<file path="src/rtl/tick_pkg.sv">
// Shared definitions for the tick generator: channel mode encoding and the
// reset-time divisor.
package tick_pkg;

    // Channel operating mode
    typedef enum logic [1:0] {
        MODE_OFF      = 2'b00,
        MODE_PERIODIC = 2'b01,
        MODE_SQUARE   = 2'b10,
        MODE_ONESHOT  = 2'b11
    } mode_e;

    localparam int unsigned MODE_W        = 2;
    localparam int unsigned DEFAULT_WIDTH = 18;
    // Half of the legacy 2^18 divide, so sq completes one full cycle per 2^18 clocks
    localparam int unsigned DEFAULT_DIV   = 131072;

endpackage

</file>
<file path="src/rtl/tick_channel.sv">
// One timing channel: divisor/mode registers, wrap counter and the
// tick / square-wave / one-shot-done output flops.
//   clk, rst      : clock, synchronous active-high reset
//   en            : count enable (freezes counter, forces tick low)
//   load          : load strobe for div_val / mode_val, clears run state
//   div_val       : divisor to load
//   mode_val      : mode to load
//   tick, sq, done: registered outputs
module tick_channel #(
    parameter int unsigned WIDTH       = 18,
    parameter int unsigned DEFAULT_DIV = tick_pkg::DEFAULT_DIV
) (
    input  logic             clk,
    input  logic             rst,
    input  logic             en,
    input  logic             load,
    input  logic [WIDTH-1:0] div_val,
    input  logic [1:0]       mode_val,
    output logic             tick,
    output logic             sq,
    output logic             done
);
    import tick_pkg::*;

    logic [WIDTH-1:0] d_q, d_d;
    logic [WIDTH-1:0] cnt_q, cnt_d;
    mode_e            m_q, m_d;
    logic             tick_d, sq_d, done_d;
    logic             active_c, wrap_c;

    // Next-state: load beats wrap, wrap beats plain counting
    always_comb begin
        d_d    = d_q;
        m_d    = m_q;
        cnt_d  = cnt_q;
        tick_d = 1'b0;
        sq_d   = sq;
        done_d = done;

        active_c = en && (m_q != MODE_OFF) && (d_q != '0);
        wrap_c   = active_c && (cnt_q == WIDTH'(d_q - WIDTH'(1)));

        if (load) begin
            d_d    = div_val;
            m_d    = mode_e'(mode_val);
            cnt_d  = '0;
            sq_d   = 1'b0;
            done_d = 1'b0;
        end else if (wrap_c) begin
            cnt_d  = '0;
            tick_d = 1'b1;
            sq_d   = ~sq;
            // One-shot retires itself after its first period
            if (m_q == MODE_ONESHOT) begin
                done_d = 1'b1;
                m_d    = MODE_OFF;
            end
        end else if (active_c) begin
            cnt_d = cnt_q + WIDTH'(1);
        end
    end

    // State and output registers
    always_ff @(posedge clk) begin
        if (rst) begin
            d_q   <= WIDTH'(DEFAULT_DIV);
            m_q   <= MODE_SQUARE;
            cnt_q <= '0;
            tick  <= 1'b0;
            sq    <= 1'b0;
            done  <= 1'b0;
        end else begin
            d_q   <= d_d;
            m_q   <= m_d;
            cnt_q <= cnt_d;
            tick  <= tick_d;
            sq    <= sq_d;
            done  <= done_d;
        end
    end

endmodule

</file>
<file path="src/rtl/tick_generator.sv">
// Multi-channel programmable tick / square-wave generator. Slices the packed
// configuration buses and instantiates one tick_channel per channel.
//   clk, rst  : clock, synchronous active-high reset
//   en        : global count enable
//   div_val   : NCH*WIDTH divisors, channel i at [i*WIDTH +: WIDTH]
//   mode_val  : 2*NCH modes, channel i at [2i +: 2]
//   div_load  : per-channel load strobes
//   tick, sq, done : per-channel registered outputs
module tick_generator #(
    parameter int unsigned WIDTH       = 18,
    parameter int unsigned NCH         = 2,
    parameter int unsigned DEFAULT_DIV = tick_pkg::DEFAULT_DIV
) (
    input  logic                 clk,
    input  logic                 rst,
    input  logic                 en,
    input  logic [NCH*WIDTH-1:0] div_val,
    input  logic [2*NCH-1:0]     mode_val,
    input  logic [NCH-1:0]       div_load,
    output logic [NCH-1:0]       tick,
    output logic [NCH-1:0]       sq,
    output logic [NCH-1:0]       done
);
    import tick_pkg::*;

    for (genvar i = 0; i < int'(NCH); i++) begin : g_ch
        tick_channel #(
            .WIDTH       (WIDTH),
            .DEFAULT_DIV (DEFAULT_DIV)
        ) u_ch (
            .clk      (clk),
            .rst      (rst),
            .en       (en),
            .load     (div_load[i]),
            .div_val  (div_val[i*WIDTH +: WIDTH]),
            .mode_val (mode_val[2*i +: 2]),
            .tick     (tick[i]),
            .sq       (sq[i]),
            .done     (done[i])
        );
    end

endmodule

</file>
<file path="config.mk">
export PLATFORM = sky130hd
export DESIGN_NAME = tick_generator
export DESIGN_NICKNAME = d
export VERILOG_FILES = /design/src/rtl/tick_pkg.sv /design/src/rtl/tick_channel.sv /design/src/rtl/tick_generator.sv
export SDC_FILE = /design/constraint.sdc
export NUM_CORES = 1
export LEC_CHECK = 0
export ABC_CLOCK_PERIOD_IN_PS = 4300
export CAP_MARGIN = 10
export CORE_UTILIZATION = 57
export CTS_CLUSTER_SIZE = 30
export DETAILED_ROUTE_END_ITERATION = 10
export PLACE_DENSITY_LB_ADDON = 0.12
export SYNTH_ARGS = -nofsm -noshare
export SYNTH_HDL_FRONTEND = slang
export SYNTH_SLANG_ARGS = --single-unit
</file>
<file path="constraint.sdc">
create_clock -name clk -period 4.3 [get_ports clk]
set_input_delay 0.43 -clock clk [delete_from_list [all_inputs] [get_ports clk]]
set_output_delay 0.43 -clock clk [all_outputs]
set_load 0.005 [all_outputs]
</file>
; Yosys cells after proc, flatten, opt, wreduce, memory -nomap -nowiden
; Index checks and enable logic that the tools add are counted.
[word_totals]
register_bits = 82
latchBits = 0
ramBits = 0
romBits = 0
inputBits = 45
output_inout_bits = 6
n_memories = 0
[op_classes]
n_addsub = 4
n_mul = 0
div = 0
magnitude_cmp = 0
n_eq_ne = 4
n_shift = 0
mux = 8
bitwise_logic = 2
n_reduce_logical = 22
[op_table]
columns = cell, n
row1 = $add A18 B1 Y18 const B, 2
row2 = $eq A18 B18 Y1, 2
row3 = $reduce_bool A18 Y1, 2
row4 = $sub A18 B1 Y18 const B, 2
row5 = $mux W2, 6
row6 = $reduce_bool A2 Y1, 6
row7 = $reduce_and A2 Y1, 4
row8 = $logic_and A1 B1 Y1, 6
row9 = $reduce_or A3 Y1, 2
row10 = $eq A2 B2 Y1 const B, 2
row11 = $reduce_or A2 Y1, 2
row12 = $mux W1, 2
row13 = $not A1 Y1, 2

; Logic depth before layout (Yosys ltp)
; Gate-level depths: netlist of run 1.
[logic_depth]
depth_word = 6
mapped_depth = 11

; By module
; From an unflattened synthesis of run 1, not the netlist that was laid out.
[hier_totals]
hier_cells = 514
area_unflattened_um2 = 4444.3
[by_module_without_submodules]
columns = module, instances, cells_each, area_per_inst_um2
row1 = tick_channel, 2, 257, 2222.1

; Worst setup path after synthesis of run 1
; OpenSTA, ideal clock, no wires.
[synth_timing]
kind = register -> register
startpoint = reg g_ch[1].u_ch.d_q[0]
endpoint = reg g_ch[1].u_ch.cnt_q[10]
setup_ns = 0.117
t_arrival_ns = 3.304
required_time_ns = 4.183
path_slack_ns = 0.879
path_stages_with_launch = 12
synth_period_minus_slack_ns = 3.421
cell_sequence = dfxtp_1 > inv_1 > ha_1 > or4b_2 > buf_1 > or4_1 > a221oi_1 > o211ai_1 > or4_1 > o21ai_2 > buf_2 > nor2_1
[synth_via]
elab_chain_len = 4
elab_cells_between_ends = 6
cone_classes = 1 x add/sub / 1 x eq/ne / 4 x reduce/logical
[synth_rtl]
columns = element, line_no
row1 = from (decl), tick_channel.sv:25  ; logic [WIDTH-1:0] d_q, d_d;
row2 = from (signal assigned), tick_channel.sv:66  ; d_q <= WIDTH'(DEFAULT_DIV);
row3 = $sub A18 B1 Y18 or $reduce_bool A18 Y1 (tied branches), "tick_channel.sv:41, tick_channel.sv:40"
row4 = $eq A18 B18 Y1 or $logic_and A1 B1 Y1 (tied branches), "tick_channel.sv:41, tick_channel.sv:40"
row5 = $logic_and A1 B1 Y1, tick_channel.sv:41  ; wrap_c = active_c && (cnt_q == WIDTH'(d_q - WIDTH'(1)));
row6 = $reduce_or A3 Y1 (no line), n/a
row7 = to (signal assigned), tick_channel.sv:75  ; cnt_q <= cnt_d;
row8 = to (decl), tick_channel.sv:26  ; logic [WIDTH-1:0] cnt_q, cnt_d;
; Parallel ways exist; a longest one is shown, timed or not.
; A chain may end at the register's enable or synchronous reset.

; Worst setup path after layout of run 1
[layout_timing]
startpoint = reg g_ch[1].u_ch.d_q[0]
endpoint = reg g_ch[1].u_ch.cnt_q[7]
; The elaborated chain is that of the path after synthesis.

==> key figures, run 1 <==
Status
  – Status: complete, no violations

Clock network
  – PostCTS Resize Cnt: 0
  – Hold Buf Count CTS: 0
  – # clock sinks: roughly 80
  – Post-CTS Repair Setup Buffers: 0
  – Skew-Pair Late Insertion Delay: ~0.36 ns
  – Cts bufs inserted: 9
  – Maximum clock path buffer count: 2
  – Maximum level of the CTS H-tree: 3
  – Root Buffer Master: sky130_fd_sc_hd__clkbuf_8
  – Clock transition time at the flip-flop clock pins of the worst setup and hold paths: approximately 0.080 ns
  – CTS tree: built

Pwr
  – Switching part of the total power: 27.5%
  – Net switching component of the power: ~0.00046 W
  – Comb power frac: 16.2%
  – Share of total power in the clock network: 34.4%
  – Register share of total power: 49.4%
  – Pwr/cell area: between 300 and 400 nW/um^2
  – Worst supply voltage drop on vdd: 0.000187 V
  – Int Power: 0.00120 W
  – Static leakage power: 2.02 nW

Critical path
  – Buffers and inverters on the worst path: 2
  – CP Data Arrival Time: 3.76 ns
  – Slowest cell delay on critical path: roughly 0.7 ns
  – Critical Path Sink Type: flip-flop
  – Launching element type of the critical path: flip-flop
  – Startpoint of the worst setup timing path: g_ch[1].u_ch.d_q[0]$_SDFFE_PP0P_
  – Worst reg-to-reg setup slack: approximately 0.8 ns
  – Count of cells along the worst register-to-register path: 10
  – Worst flop-to-flop path endpoint: g_ch[1].u_ch.cnt_q[7]$_SDFFE_PP0P_
  – Startpoint of the worst register-to-register path: g_ch[1].u_ch.d_q[0]$_SDFFE_PP0P_
  – Top delay family on crit path: simple AND/OR/NAND/NOR gates
  – Master of the slowest instance on the critical path: sky130_fd_sc_hd__or4b_2
  – Timing endpoint of the critical path: g_ch[1].u_ch.cnt_q[7]$_SDFFE_PP0P_
  – Critical Setup Path Class: flip-flop to flip-flop
  – Required time of the worst setup path: 4.55 ns
  – Most frequent cell on the critical path: sky130_fd_sc_hd__or4_1
  – Top fanout value on the critical path: 18
  – Cell chain of the critical path: inv_1 -> ha_1 -> or4b_2 -> or4_1 -> a221oi_1 -> o211ai_1 -> or4_1 -> o21ai_2 -> buf_4 -> nor2_1
  – CP Depth: 10

Floorplan
  – Die Ht: roughly 92 microns
  – Initial Utilization: 59.4%
  – Total core area: 7810 sq um
  – Number of ports placed on the die boundary: 51
  – Die area: between 8000 and 9000 sq um
  – Number of standard-cell rows in the floorplan: 32
  – Overall die width: 92.2 microns

Synth
  – Synth cell types: a little over 60
  – Register area share after synthesis: 35.4%
  – Number of cells produced by synthesis: roughly 540
  – EDFF count, synth: 0
  – Nets in the synthesized netlist: 588
  – Proportion of register bits with asynchronous set or reset after synthesis: 0%
  – Post-synth design cell area: 4640 sq um
  – Total of flip-flops plus latches after synthesis: 82
  – Syn Area/Cell: 8.61 sq um
  – Number of warnings printed during yosys synthesis: 0
  – Main synth FF type: sky130_fd_sc_hd__dfxtp_1

Cells and area
  – Register cell area after layout: between 1500 and 2000 sq um
  – Share of final-layout standard cells stronger than drive strength 1: 5.04%
  – Final core occ: 68.3%
  – Total area of multi-input combinational cells: 2770 sq um
  – Growth of design area from synthesis to finish: 15.0%
  – Most common cell after layout, fill and taps aside: sky130_fd_sc_hd__nor2_1
  – Count of nets after finishing: 619
  – Antenna diode count: 0
  – Most frequent cells in the layout: sky130_fd_sc_hd__nor2_1, sky130_fd_sc_hd__dfxtp_1, sky130_fd_sc_hd__clkdlybuf4s50_1, sky130_fd_sc_hd__mux2i_1, sky130_fd_sc_hd__xor2_1
  – Total of fill cells in the finished design: 619

Hold path
  – HP Class: flip-flop to flip-flop

Placed design
  – Final GP Congestion: 0.881
  – Total half-perimeter wirelength after legalization and detailed placement: 7740 microns
  – Number of buffers added on ports: 50

Timing
  – Count of endpoints failing hold in the final timing report: 0
  – Setup clock skew after layout: about 0.012 ns
  – Clock period minus worst slack: 3.50 ns
  – Headroom to the max-slew limit: 37.4%
  – Post-route clock period utilization: between 80% and 90%
  – Final-report setup violation count: 0
  – Final setup TNS: 0 ns
  – Number of max-slew violations in the final report: 0
  – Maximum clock rate: 285 MHz
  – RSZ-0062 raised after global routing: false
  – Transition time at the pin with the least slew margin: about 0.94 ns

Global routing
  – Top Usage Layer GRT: met2
  – Antenna violations before repair: 0
  – Largest net degree at the start of global routing: 45
  – Number of global-route vias before repair: 3,855
  – Sum of overflow across all layers after global routing: 0
  – M3 GR Usage: 5.22%
  – First-pass GRT wire length: 17,700 microns
  – Global-route met2 utilization: between 40% and 50%
  – Total global-route track usage: 26.1%
  – Met1 capacity usage during global routing: between 20% and 30%

Run
  – Number of max-capacitance violations reported: 0

Detailed routing
  – Wirelength, routed: 10,300 microns
  – Initial DRC Count: 191
  – Final antenna-violating net count: 0
  – Wire length per cell: 15.2 microns
  – Number of remaining DRC errors: 0
  – Number of iterations in the first detailed-routing pass: 4
  – Via total after detailed routing: between 3,000 and 4,000
  – Via density per instance: 5.79
[flip-flops by register name, indices dropped and copies added, names as in the netlist]
name / flops
g_ch.u_ch.sq: 2
g_ch.u_ch.tick: 2
g_ch.u_ch.d_q: 36
g_ch.u_ch.done: 2
g_ch.u_ch.cnt_q: 36
g_ch.u_ch.m_q: 4
[per-layer routing]
metal / part of all wire [%] / wire (microns) / vias up
met5: 0 / 0 / -
met4: 2.1 / 218 / 0
met3: 3.0 / 309 / 22
met2: 53 / 5440 / 73
met1: 42 / 4350 / 1854
li1: - / - / 1971
[power groups by stage]
stage                     Sequential, W  Clock (W)  Combinational [W]
after floorplan                0.000821          0           0.000202
after global routing           0.000826   0.000617           0.000298
after global placement         0.000838          0           0.000260
after detailed placement       0.000838          0           0.000267
after CTS                      0.000821   0.000583           0.000268
final                          0.000821   0.000571           0.000270
[worst min-delay path by stage]
stage / from / end / slack, ns / cells past startpoint
2_1_floorplan: g_ch[1].u_ch.done$_SDFFE_PP0P_ / g_ch[1].u_ch.done$_SDFFE_PP0P_ / 0.42 / 2
3_3_place_gp: g_ch[1].u_ch.done$_SDFFE_PP0P_ / g_ch[1].u_ch.done$_SDFFE_PP0P_ / 0.44 / 2
3_5_place_dp: g_ch[1].u_ch.done$_SDFFE_PP0P_ / g_ch[1].u_ch.done$_SDFFE_PP0P_ / 0.45 / 2
4_1_cts: g_ch[1].u_ch.done$_SDFFE_PP0P_ / g_ch[1].u_ch.done$_SDFFE_PP0P_ / 0.47 / 2
5_1_grt: g_ch[1].u_ch.done$_SDFFE_PP0P_ / g_ch[1].u_ch.done$_SDFFE_PP0P_ / 0.49 / 2
6_report: g_ch[1].u_ch.done$_SDFFE_PP0P_ / g_ch[1].u_ch.done$_SDFFE_PP0P_ / 0.46 / 2
[stage by stage]
stage	std cells	total power, W	area [sq um]	hold slack [ns]	setup WS [ns]
floorplan	539	0.00102	4640	0.424	0.879
global placement	661	0.00110	5130	0.441	0.934
detailed placement	661	0.00111	5130	0.454	0.851
CTS	677	0.00167	5330	0.465	0.812
global route	677	0.00174	5330	0.493	0.587
finish	677	0.00166	5330	0.457	0.796
[area by class of cell]
cell class	instances	share of cell area, %
multi-input cells	409	51.9
flip-flops and latches	82	30.8
repair buffers	56	10.2
clock buffers	11	2.65
well taps	102	2.39
clock inverters	5	1.20
inverters	12	0.845
[Yosys cell counts (all sizes together), types with 8 or more instances]
cell type | number | area share (%)
nor2 | 93 | 7.5
dfxtp | 82 | 35
mux2i | 40 | 8.6
xor2 | 38 | 7.2
xnor2 | 36 | 6.8
nand2 | 22 | 1.8
clkbuf | 19 | 1.5
buf | 17 | 2.4
and3 | 15 | 2.0
nor3 | 14 | 1.6
a21oi | 13 | 1.4
nand3 | 13 | 1.4
inv | 12 | 0.97
nand4 | 10 | 1.3
nor4 | 10 | 1.7
or4 | 10 | 1.8
o21ai | 9 | 1.1
o31ai | 8 | 1.3
[worst reg2reg max path, delay by kind of cell (launching register included)]
kind / cells / cell delay [ns]
buffers and inverters: 2 / 0.31
flip-flops: 1 / 0.37
adder cells (fa/ha/maj): 1 / 0.24
AND/OR/NAND/NOR: 4 / 1.87
AO/OA/AOI/OAI: 3 / 0.61
[cell families (layout without fill, tap and decap cells)]
kind of cell / count (synthesis) / count (layout) / synth area share, %
xor+xnor: 74 / 74 / 14.0
flops: 82 / 82 / 35.4
fa+ha+maj: 4 / 4 / 1.08
compound gates: 60 / 60 / 9.55
mux: 40 / 40 / 8.63
buf+inv: 48 / 84 / 4.94
simple gates: 231 / 231 / 26.4
Note: power is estimated with default switching activity, not from simulation.
==> run 2: changes to the inputs <==
Settings changed: ABC_CLOCK_PERIOD_IN_PS 4300 to 2900, CORE_UTILIZATION 57 to 51.
Clock period 4.3 ns to 2.9 ns, I/O delays scaled along.
==> run 2 against run 1 <==
Compared with the run above: the run now ends with negative setup slack left; utilization shrank 2.5 points; register-to-register slack got worse by 0.85 ns; global-route usage is 1.1 points lower; via count increased by 3.2%; clock power grew 55%; clock skew decreased by 0.0022 ns; first-iteration DRC count is 9.9% lower; largest cell class unchanged.
==> key figures, run 2 (synthesized netlist as in run 1, its figures left out) <==
Critical path
  – Cell chain of the critical path: inv_2 -> ha_4 -> or4b_4 -> nor3_4 -> xnor2_1 -> or4_1 -> or4_4 -> o41ai_4 -> buf_12 -> nor2_1
  – Timing endpoint of the critical path: g_ch[0].u_ch.cnt_q[16]$_SDFFE_PP0P_
  – Count of cells along the worst register-to-register path: 10 (unchanged)
  – Top fanout value on the critical path: 18 (unchanged)
  – Top delay family on crit path: simple AND/OR/NAND/NOR gates
  – CP Depth: 10 (unchanged)
  – Critical Setup Path Class: flip-flop to flip-flop
  – Worst reg-to-reg setup slack: -0.05 ns (-0.85 ns)
  – CP Data Arrival Time: 3.21 ns (-0.55 ns)
  – Startpoint of the worst setup timing path: g_ch[0].u_ch.d_q[1]$_SDFFE_PP0P_
  – Worst flop-to-flop path endpoint: g_ch[0].u_ch.cnt_q[16]$_SDFFE_PP0P_
  – Master of the slowest instance on the critical path: sky130_fd_sc_hd__or4b_4
  – Launching element type of the critical path: flip-flop
  – Startpoint of the worst register-to-register path: g_ch[0].u_ch.d_q[1]$_SDFFE_PP0P_
  – Buffers and inverters on the worst path: 2 (unchanged)
  – Critical Path Sink Type: flip-flop
  – Slowest cell delay on critical path: 0.51 ns (-0.21 ns)
  – Required time of the worst setup path: 3.15 ns (-1.40 ns)

Clock network
  – Skew-Pair Late Insertion Delay: 0.36 ns (about the same)
  – Hold Buf Count CTS: 0 (unchanged)
  – Root Buffer Master: sky130_fd_sc_hd__clkbuf_8
  – Maximum level of the CTS H-tree: 3 (unchanged)
  – Cts bufs inserted: 9 (unchanged)
  – CTS tree: built
  – Maximum clock path buffer count: 2 (unchanged)
  – Clock transition time at the flip-flop clock pins of the worst setup and hold paths: 0.09 ns (about the same)
  – # clock sinks: 82 (unchanged)

Timing
  – Final-report setup violation count: 19 (+19)
  – RSZ-0062 raised after global routing: true
  – Number of max-slew violations in the final report: 0 (unchanged)
  – Count of endpoints failing hold in the final timing report: 0 (unchanged)
  – Clock period minus worst slack: 2.95 ns (-0.549 ns)
  – Maximum clock rate: 338 MHz (+19%)
  – Final setup TNS: -0.831 ns (-0.831 ns)
  – Headroom to the max-slew limit: 65.9% (+29 points)
  – Worst slack on hold paths: 0.458 ns (+0.00155 ns)
  – Setup clock skew after layout: 0.0100 ns (-0.00221 ns)
  – Post-route clock period utilization: 102% (+20 points)
  – Min setup slack post-route: -0.0545 ns (-0.851 ns)
  – Transition time at the pin with the least slew margin: 0.509 ns (-0.430 ns)

Cells and area
  – Share of final-layout standard cells stronger than drive strength 1: 14.7% (+9.6 points)
  – Total of fill cells in the finished design: 751 (+21%)
  – Most frequent cells in the layout: sky130_fd_sc_hd__nor2_1, sky130_fd_sc_hd__dfxtp_1, sky130_fd_sc_hd__clkdlybuf4s50_1, sky130_fd_sc_hd__buf_4, sky130_fd_sc_hd__mux2i_1
  – Growth of design area from synthesis to finish: 24.4%
  – Count of nets after finishing: 658 (+6.3%)
  – Register cell area after layout: 1650 sq um (+0.23%)
  – Total area of multi-input combinational cells: 2870 sq um (+3.8%)
  – Most common cell after layout, fill and taps aside: sky130_fd_sc_hd__nor2_1
  – Largest regs: g_ch.u_ch.cnt_q: 36 flops, g_ch.u_ch.d_q: 36 flops, g_ch.u_ch.m_q: 4 flops
  – Antenna diode count: 0 (unchanged)
  – Post-Layout Inst Area: 5770 sq um (+8.2%)

Pwr
  – Worst supply voltage drop on vdd: 0.000226 V (+21%)
  – Pwr/cell area: 451 nW/um^2 (+45%)
  – Total chip power: 0.00260 W (+56%)
  – Int Power: 0.00186 W (+54%)
  – Switching part of the total power: 28.6% (+1.0 points)
  – Net switching component of the power: 0.000744 W (+62%)
  – Static leakage power: 2.25 nW (+11%)
  – Comb power frac: 19.9% (+3.7 points)
  – Share of total power in the clock network: 34.1% (-0.3 points)
  – Register share of total power: 46.0% (-3.4 points)

Global routing
  – First-pass GRT wire length: 19,100 microns (+8.0%)
  – Largest net degree at the start of global routing: 44 (-2.2%)
  – Number of global-route vias before repair: 4,006 (+3.9%)
  – Total global-route track usage: 25.0% (-1.1 points)
  – Sum of overflow across all layers after global routing: 0 (unchanged)
  – Antenna violations before repair: 0 (unchanged)

Placed design
  – Number of buffers added on ports: 50 (unchanged)
  – Worst slack at placement: -0.0456 ns (-0.897 ns)
  – Placed cell areas: 5520 sq um (+7.6%)
  – Total half-perimeter wirelength after legalization and detailed placement: 8510 microns (+9.9%)
  – Final GP Congestion: 0.897 (+1.8%)

Floorplan
  – Total core area: 8760 sq um (+12%)
  – Number of standard-cell rows in the floorplan: 34 (+6.3%)
  – Number of ports placed on the die boundary: 51 (unchanged)
  – Die area: 9480 sq um (+12%)
  – Initial Utilization: 52.9% (-6.5 points)
  – Overall die width: 97.4 microns (+5.6%)
  – Die Ht: 97.4 microns (+5.6%)

Detailed routing
  – Wire length per cell: 15.6 microns (+2.5%)
  – Number of remaining DRC errors: 0 (unchanged)
  – Via total after detailed routing: 4,046 (+3.2%)
  – Wirelength, routed: 11,300 microns (+9.3%)
  – Number of iterations in the first detailed-routing pass: 4 (unchanged)
  – Final antenna-violating net count: 0 (unchanged)
  – Initial DRC Count: 172 (-9.9%)
  – Via density per instance: 5.60 (-3.2%)

Status
  – Status: finished with violations
  – Failing checks: negative setup slack

Run
  – Number of max-capacitance violations reported: 0 (unchanged)

Hold path
  – HP Class: flip-flop to flip-flop
  – HP Start: g_ch[1].u_ch.done$_SDFFE_PP0P_
-- run 2: changes by cell type in the layout (fill, tap and decap cells not counted), sizes merged --
cell / change
buf: +39
clkbuf: -1
clkinv: -3
clkinvlp: +1
inv: +3
-- run 2: repair_timing --
action,CTS,global route
setup buffers,0,1
gates cloned,0,0
endpoints found under the setup margin,20,41
gates resized for setup,2,6
pin swaps,0,0
-- run 2: power by group through the flow --
| stage | combinational (W) | clock (W) | sequential [W] |
|---|---|---|---|
| finish | 0.000518 | 0.000886 | 0.00120 |
| floorplan | 0.000323 | 0 | 0.00122 |
| global route | 0.000567 | 0.000961 | 0.00120 |
| global placement | 0.000489 | 0 | 0.00122 |
| CTS | 0.000507 | 0.000908 | 0.00120 |
| detailed placement | 0.000500 | 0 | 0.00122 |
-- run 2: cell type report --
| cell class | instances | area share, % |
|---|---|---|
| Multi-Input combinational cell | 409 | 49.8 |
| Inverter | 12 | 0.781 |
| Tap cell | 108 | 2.34 |
| Sequential cell | 82 | 28.5 |
| Timing Repair Buffer | 95 | 15.0 |
| Clock buffer | 10 | 2.39 |
| Clock inverter | 6 | 1.24 |
-- run 2: metrics by stage --
step | cells | util, %
finish | 722 | 65.8
global route | 722 | 65.8
CTS | 721 | 65.5
detailed placement | 705 | 63.0
global placement | 705 | 63.0
floorplan | 539 | -
-- run 2: per-layer routing --
| metal | GRT usage (%) | vias to the layer above | part of all wire, % |
|---|---|---|---|
| met1 | 29.0 | 1922 | 43 |
| met3 | 4.96 | 14 | 2.8 |
| met5 | 0 | - | 0 |
| met2 | 45.6 | 70 | 52 |
| met4 | 8.48 | 0 | 2.0 |
| li1 | - | 2040 | - |
-- run 2: worst reg2reg max path, cell delays in order (launching register included) --
cell	delay, ns
sky130_fd_sc_hd__dfxtp_2	0.36
sky130_fd_sc_hd__inv_2	0.07
sky130_fd_sc_hd__ha_4	0.13
sky130_fd_sc_hd__or4b_4	0.51
sky130_fd_sc_hd__nor3_4	0.19
sky130_fd_sc_hd__xnor2_1	0.11
sky130_fd_sc_hd__or4_1	0.49
sky130_fd_sc_hd__or4_4	0.43
sky130_fd_sc_hd__o41ai_4	0.29
sky130_fd_sc_hd__buf_12	0.20
sky130_fd_sc_hd__nor2_1	0.06
-- run 2: worst min path at each step --
stage,endpoint,slack (ns),depth (start not counted)
global placement,g_ch[1].u_ch.done$_SDFFE_PP0P_,0.45,2
CTS,g_ch[1].u_ch.done$_SDFFE_PP0P_,0.46,2
global route,g_ch[1].u_ch.done$_SDFFE_PP0P_,0.49,2
floorplan,g_ch[1].u_ch.m_q[1]$_SDFFE_PP1P_,0.42,2
detailed placement,g_ch[1].u_ch.done$_SDFFE_PP0P_,0.45,2
finish,g_ch[1].u_ch.done$_SDFFE_PP0P_,0.46,2
